`config.mk`:
```
export PLATFORM = sky130hd
export DESIGN_NAME = cu_decode_issue
export DESIGN_NICKNAME = d
export VERILOG_FILES = /design/src/rtl/cu_decode_issue.sv
export SDC_FILE = /design/constraint.sdc
export NUM_CORES = 1
export LEC_CHECK = 0
export CAP_MARGIN = 20
export CORE_UTILIZATION = 47
export DETAILED_ROUTE_END_ITERATION = 10
export PLACE_DENSITY = 0.83
export SLEW_MARGIN = 20
export SYNTH_ARGS = -nofsm -noshare
export SYNTH_HDL_FRONTEND = slang
export SYNTH_SLANG_ARGS = --single-unit
```
`constraint.sdc`:
```
create_clock -name i_clk -period 3.2 [get_ports i_clk]
set_input_delay 0.64 -clock i_clk [delete_from_list [all_inputs] [get_ports i_clk]]
set_output_delay 0.64 -clock i_clk [all_outputs]
set_load 0.01 [all_outputs]
```
`src/rtl/cu_decode_issue.sv`:
```
// Decode/issue stage in front of the PU chain.
// Buffers 32-bit instruction words in a small FIFO, holds one in an issue slot,
// and drives its decoded fields to every PU in parallel. A single chain
// acknowledge from the last PU retires the instruction. A non-NOP word that no
// PU claims halts issue until i_halt_clear discards it.
//
// Ports:
//   i_clk, i_rst          clock (rising edge), async active-high reset
//   i_insn, i_insn_valid  incoming instruction word and its valid
//   o_insn_ready          FIFO has space (state based, independent of i_chain_ack)
//   o_opcode, o_rega, o_regb, o_regd, o_cmp_op
//                         decoded fields of the slot, zero unless issuing
//   i_chain_ack           some PU handled o_opcode this cycle
//   o_illegal             sticky illegal-instruction flag (high while halted)
//   o_illegal_insn        word that caused the most recent halt
//   i_halt_clear          discard the halted word and resume
//   o_retired             retired-instruction count, wraps
module cu_decode_issue #(
  parameter int unsigned OPTION_OPCODE_WIDTH = 6,
  parameter int unsigned OPTION_FIFO_DEPTH   = 2,
  parameter int unsigned OPTION_COUNT_WIDTH  = 32
) (
  input  logic                           i_clk,
  input  logic                           i_rst,
  input  logic [31:0]                    i_insn,
  input  logic                           i_insn_valid,
  output logic                           o_insn_ready,
  output logic [OPTION_OPCODE_WIDTH-1:0] o_opcode,
  output logic [4:0]                     o_rega,
  output logic [4:0]                     o_regb,
  output logic [4:0]                     o_regd,
  output logic [3:0]                     o_cmp_op,
  input  logic                           i_chain_ack,
  output logic                           o_illegal,
  output logic [31:0]                    o_illegal_insn,
  input  logic                           i_halt_clear,
  output logic [OPTION_COUNT_WIDTH-1:0]  o_retired
);

  localparam int unsigned PTR_W = (OPTION_FIFO_DEPTH > 1) ? $clog2(OPTION_FIFO_DEPTH) : 1;
  localparam int unsigned CNT_W = $clog2(OPTION_FIFO_DEPTH + 1);

  typedef enum logic [1:0] {
    ST_EMPTY = 2'd0,
    ST_ISSUE = 2'd1,
    ST_HALT  = 2'd2
  } state_e;

  state_e                        state_q, state_d;
  logic [31:0]                   mem_q [OPTION_FIFO_DEPTH];
  logic [PTR_W-1:0]              rd_ptr_q, wr_ptr_q;
  logic [CNT_W-1:0]              count_q;
  logic [31:0]                   slot_q;
  logic [31:0]                   illegal_insn_q;
  logic [OPTION_COUNT_WIDTH-1:0] retired_q;

  logic push, pop, retire, halt_enter;
  logic fifo_nonempty;
  logic slot_is_nop;

  assign o_insn_ready  = !i_rst && (count_q < CNT_W'(OPTION_FIFO_DEPTH));
  assign push          = i_insn_valid && o_insn_ready;
  assign fifo_nonempty = (count_q != '0);
  assign slot_is_nop   = (slot_q[31:26] == 6'd0);

  // State register
  always_ff @(posedge i_clk or posedge i_rst) begin
    if (i_rst) state_q <= ST_EMPTY;
    else       state_q <= state_d;
  end

  // Next state plus the pop/retire/halt decisions that go with each transition
  always_comb begin
    state_d    = state_q;
    pop        = 1'b0;
    retire     = 1'b0;
    halt_enter = 1'b0;
    unique case (state_q)
      ST_EMPTY: begin
        if (fifo_nonempty) begin
          pop     = 1'b1;
          state_d = ST_ISSUE;
        end
      end
      ST_ISSUE: begin
        // NOPs are never acknowledged but still retire
        if (i_chain_ack || slot_is_nop) begin
          retire = 1'b1;
          if (fifo_nonempty) pop = 1'b1;
          else               state_d = ST_EMPTY;
        end else begin
          halt_enter = 1'b1;
          state_d    = ST_HALT;
        end
      end
      ST_HALT: begin
        if (i_halt_clear) begin
          if (fifo_nonempty) begin
            pop     = 1'b1;
            state_d = ST_ISSUE;
          end else begin
            state_d = ST_EMPTY;
          end
        end
      end
      default: state_d = ST_EMPTY;
    endcase
  end

  // Decode outputs: only an issuing slot reaches the PUs
  always_comb begin
    o_opcode  = '0;
    o_regd    = '0;
    o_rega    = '0;
    o_regb    = '0;
    o_cmp_op  = '0;
    o_illegal = (state_q == ST_HALT);
    if (state_q == ST_ISSUE) begin
      o_opcode = OPTION_OPCODE_WIDTH'(slot_q[31:26]);
      o_regd   = slot_q[25:21];
      o_rega   = slot_q[20:16];
      o_regb   = slot_q[15:11];
      o_cmp_op = slot_q[10:7];
    end
  end

  assign o_illegal_insn = illegal_insn_q;
  assign o_retired      = retired_q;

  // FIFO storage; contents are qualified by count_q so no reset needed
  always_ff @(posedge i_clk) begin
    if (push) mem_q[wr_ptr_q] <= i_insn;
  end

  // FIFO pointers, issue slot, halt capture and retire counter
  always_ff @(posedge i_clk or posedge i_rst) begin
    if (i_rst) begin
      rd_ptr_q       <= '0;
      wr_ptr_q       <= '0;
      count_q        <= '0;
      slot_q         <= '0;
      illegal_insn_q <= '0;
      retired_q      <= '0;
    end else begin
      if (push) wr_ptr_q <= wr_ptr_q + PTR_W'(1);
      if (pop) begin
        rd_ptr_q <= rd_ptr_q + PTR_W'(1);
        slot_q   <= mem_q[rd_ptr_q];
      end
      unique case ({push, pop})
        2'b10:   count_q <= count_q + CNT_W'(1);
        2'b01:   count_q <= count_q - CNT_W'(1);
        default: count_q <= count_q;
      endcase
      if (halt_enter) illegal_insn_q <= slot_q;
      if (retire)     retired_q      <= retired_q + OPTION_COUNT_WIDTH'(1);
    end
  end

endmodule

```
==> results_dict.tcl <==
set metrics [dict create \
    syn2layout_area_growth_pct 31.7 \
    worstSetupEndpointType "output port" \
    p_clk_frac 0.261 \
    drcViolationCount 0 \
    power.density_nw_per_um2 913 \
    grt_antenna_before_repair 0 \
    netlist_area_um2 6580 \
    design.core.area_um2 13500 \
    hold_viol 0 \
    synth_largest_area_cell "dfrtp_1" \
    finalMaxSlewViolations 0 \
    synth_area_leaders "dfrtp_1, edfxtp_1, mux2_2, mux2i_1, xnor2_1" \
    post_cts_buffers 0 \
    fmax_mhz 366 \
    place_congestion 0.773 \
    grt_pass1_vias 4358 \
    cp_cell_sequence "inv_1, ha_1, buf_4, and2_1, clkdlybuf4s50_1" \
    ant_nets 0 \
    layout_commonest_cell "clkdlybuf4s50_1" \
    dr_wl_met2_um 6740 \
    met1_length_um 5430 \
    crit_slowest_cell "clkdlybuf4s50_1" \
    start_util 0.489 \
    dpl.cell_count 756 \
    postLayoutCoreUtil 0.644 \
    crit_type "register to output port" \
    fin_ws_ns 0.465 \
    hold_path_class "register to register" \
    cts_tree "built" \
    p_int_mw 5.40 \
    outcome "finished, final reports clean" \
    antennaDiodeCount 0 \
    p_leak_nw 3.48 \
    drive_above_1_share 0.134 \
    die_y_um 120 \
    grt_max_degree 97 \
    insertion_delay_ns 0.42 \
    dr.pass1.iters 4 \
    via_per_inst 5.19 \
    layout_worst_path_cycle_share 0.855 \
    h-tree-depth 4 \
    cap_violations 0 \
    grt_usage 0.198 \
    ctsResizeCount 0 \
    grt_setup_unrepaired "false" \
    nets 642 \
    switchingPower_mw 2.51 \
    ir_drop_mv 0.504 \
    dpl.hpwl_um 8930 \
    ys_seq_area_frac 0.680 \
    synth_warnings 0 \
    seqPwrFrac 0.418 \
    period_minus_slack_ns 2.73 \
    switching_share 0.317 \
    setup_viol 0 \
    highest_layer "met4" \
    clockBufferDepth 2 \
    drt_iter0_drc 182 \
    cp_max_fo 31 \
    ios 128 \
    vias 4087 \
    netlist_instances 466 \
    grt-ovfl-total 0 \
    routed_wl_um 13200 \
    yosysUniqueCellTypes 35 \
    portBuffers 127 \
    fin_skew_ns 0.00895 \
    fin_tns_setup_ns 0 \
    critPathArrivalTime_ns 2.09 \
    clk_pin_slew_ns 0.07 \
    met3_wirelength_um 824 \
    tightest_slew_ns 0.990 \
    dieArea_um2 14500 \
    p_comb_frac 0.321 \
    cts_buffers 17 \
    synth_seq_cells 166 \
    ctsRootBufferMaster "clkbuf_16" \
    grt_pass1_wl_um 21800 \
    fin_cells 788 \
    relSlewSlack 0.340 \
    hold_buffers 0 \
    place_ws_ns 0.516 \
    worst_setup_path_start_kind "register" \
    slowest_delay_ns 0.55 \
    placementRows 42 \
    avgSynthCellArea_um2 14.1 \
    avgRoutedWirePerCell_um 16.7 \
    cp.required_ns 2.56 \
    die_w_um 120 \
    cts_sinks 166 \
    synth_top_area_share 0.388 \
    syn_nets 509 \
    final_cell_mix "clkdlybuf4s50_1, dfrtp_1, edfxtp_1" \
]
==> synthesized netlist by cell type <==
master    count
a211o_1       1
a21boi_0      1
a21oi_1       2
a21oi_2       1
and2_1       26
and3_1        3
and4_1        7
buf_2         5
buf_6         1
clkbuf_1     14
dfrtp_1     102
edfxtp_1     64
ha_1          6
inv_1         6
mux2_1        1
mux2_2       32
mux2i_1      32
nand2_1      43
nand2b_1      2
nand3_1      14
nand4_1       7
nand4_2       1
nor2_1       14
nor3_2        1
nor3_4        1
nor4_1        1
nor4_2        1
nor4_4        1
o21ai_0      35
o31ai_1       1
or2_2         1
or3_1         1
or3_4         2
xnor2_1      24
xor2_1       12
==> critical path: cells and delay by family (launching register included) <==
kind                       cells  cell delay [ns]
adders and majority gates      1             0.14
and+or+nand+nor                1             0.21
DFF                            1             0.42
buffers and inverters          3             0.92
==> layout make-up <==
| cell class | count | area [um2] |
|---|---|---|
| Fill cell | 999 | 4790 |
| Sequential cell | 166 | 4480 |
| Multi-Input combinational cell | 274 | 2010 |
| Timing Repair Buffer | 134 | 1340 |
| Clock buffer | 18 | 429 |
| Tap cell | 176 | 220 |
| Clock inverter | 14 | 173 |
| Inverter | 6 | 26.3 |
==> through the flow <==
| stage | total power, mW | instance area (um2) | hold WS (ns) |
|---|---|---|---|
| floorplan | 4.70 | 6590 | 0.444 |
| global placement | 5.74 | 8070 | 0.460 |
| detailed placement | 5.91 | 8070 | 0.474 |
| CTS | 7.99 | 8670 | 0.483 |
| global route | 8.37 | 8670 | 0.516 |
| finish | 7.91 | 8670 | 0.479 |
==> flip-flops by register name, summed over array words and instances (netlist names) <==
name / cells
slot_q: 32
count_q: 2
mem_q: 64
rd_ptr_q: 1
o_retired: 32
wr_ptr_q: 1
o_illegal_insn: 32
state_q: 2
==> power groups by stage <==
stage	Combinational [mW]	Sequential [mW]	Clock, mW
after floorplan	1.48	3.23	0
after global placement	2.44	3.30	0
after detailed placement	2.56	3.35	0
after CTS	2.58	3.31	2.10
after global routing	2.79	3.39	2.19
final	2.54	3.31	2.06
==> routing by layer <==
layer / GRT usage / vias to the layer above
li1: - / 1902
met1: 0.241 / 2036
met2: 0.337 / 129
met3: 0.0528 / 20
met4: 0.0733 / 0
met5: 0 / -
==> final timing paths <==
kind / cells past startpoint / start / slack [ns] / end
setup / recovery: 5 / state_q[1] / 0.47 / o_opcode[0]
hold reg to reg: 1 / o_retired[31] / 0.48 / o_retired[31]
max in group asynchronous: 3 / i_rst / 1.90 / rd_ptr_q
hold / removal: 1 / o_retired[31] / 0.48 / o_retired[31]
min in group asynchronous: 2 / i_rst / 0.53 / o_illegal_insn[28]
setup reg to reg: 5 / slot_q[29] / 1.05 / slot_q[17]
==> cells by family after synthesis <==
logic type	synth area share
simple gates	0.106
compound gates	0.0331
mux	0.105
flops	0.680
xor+xnor	0.0479
buf+inv	0.0169
fa+ha+maj	0.0114
(Power assumes the default switching activity.)
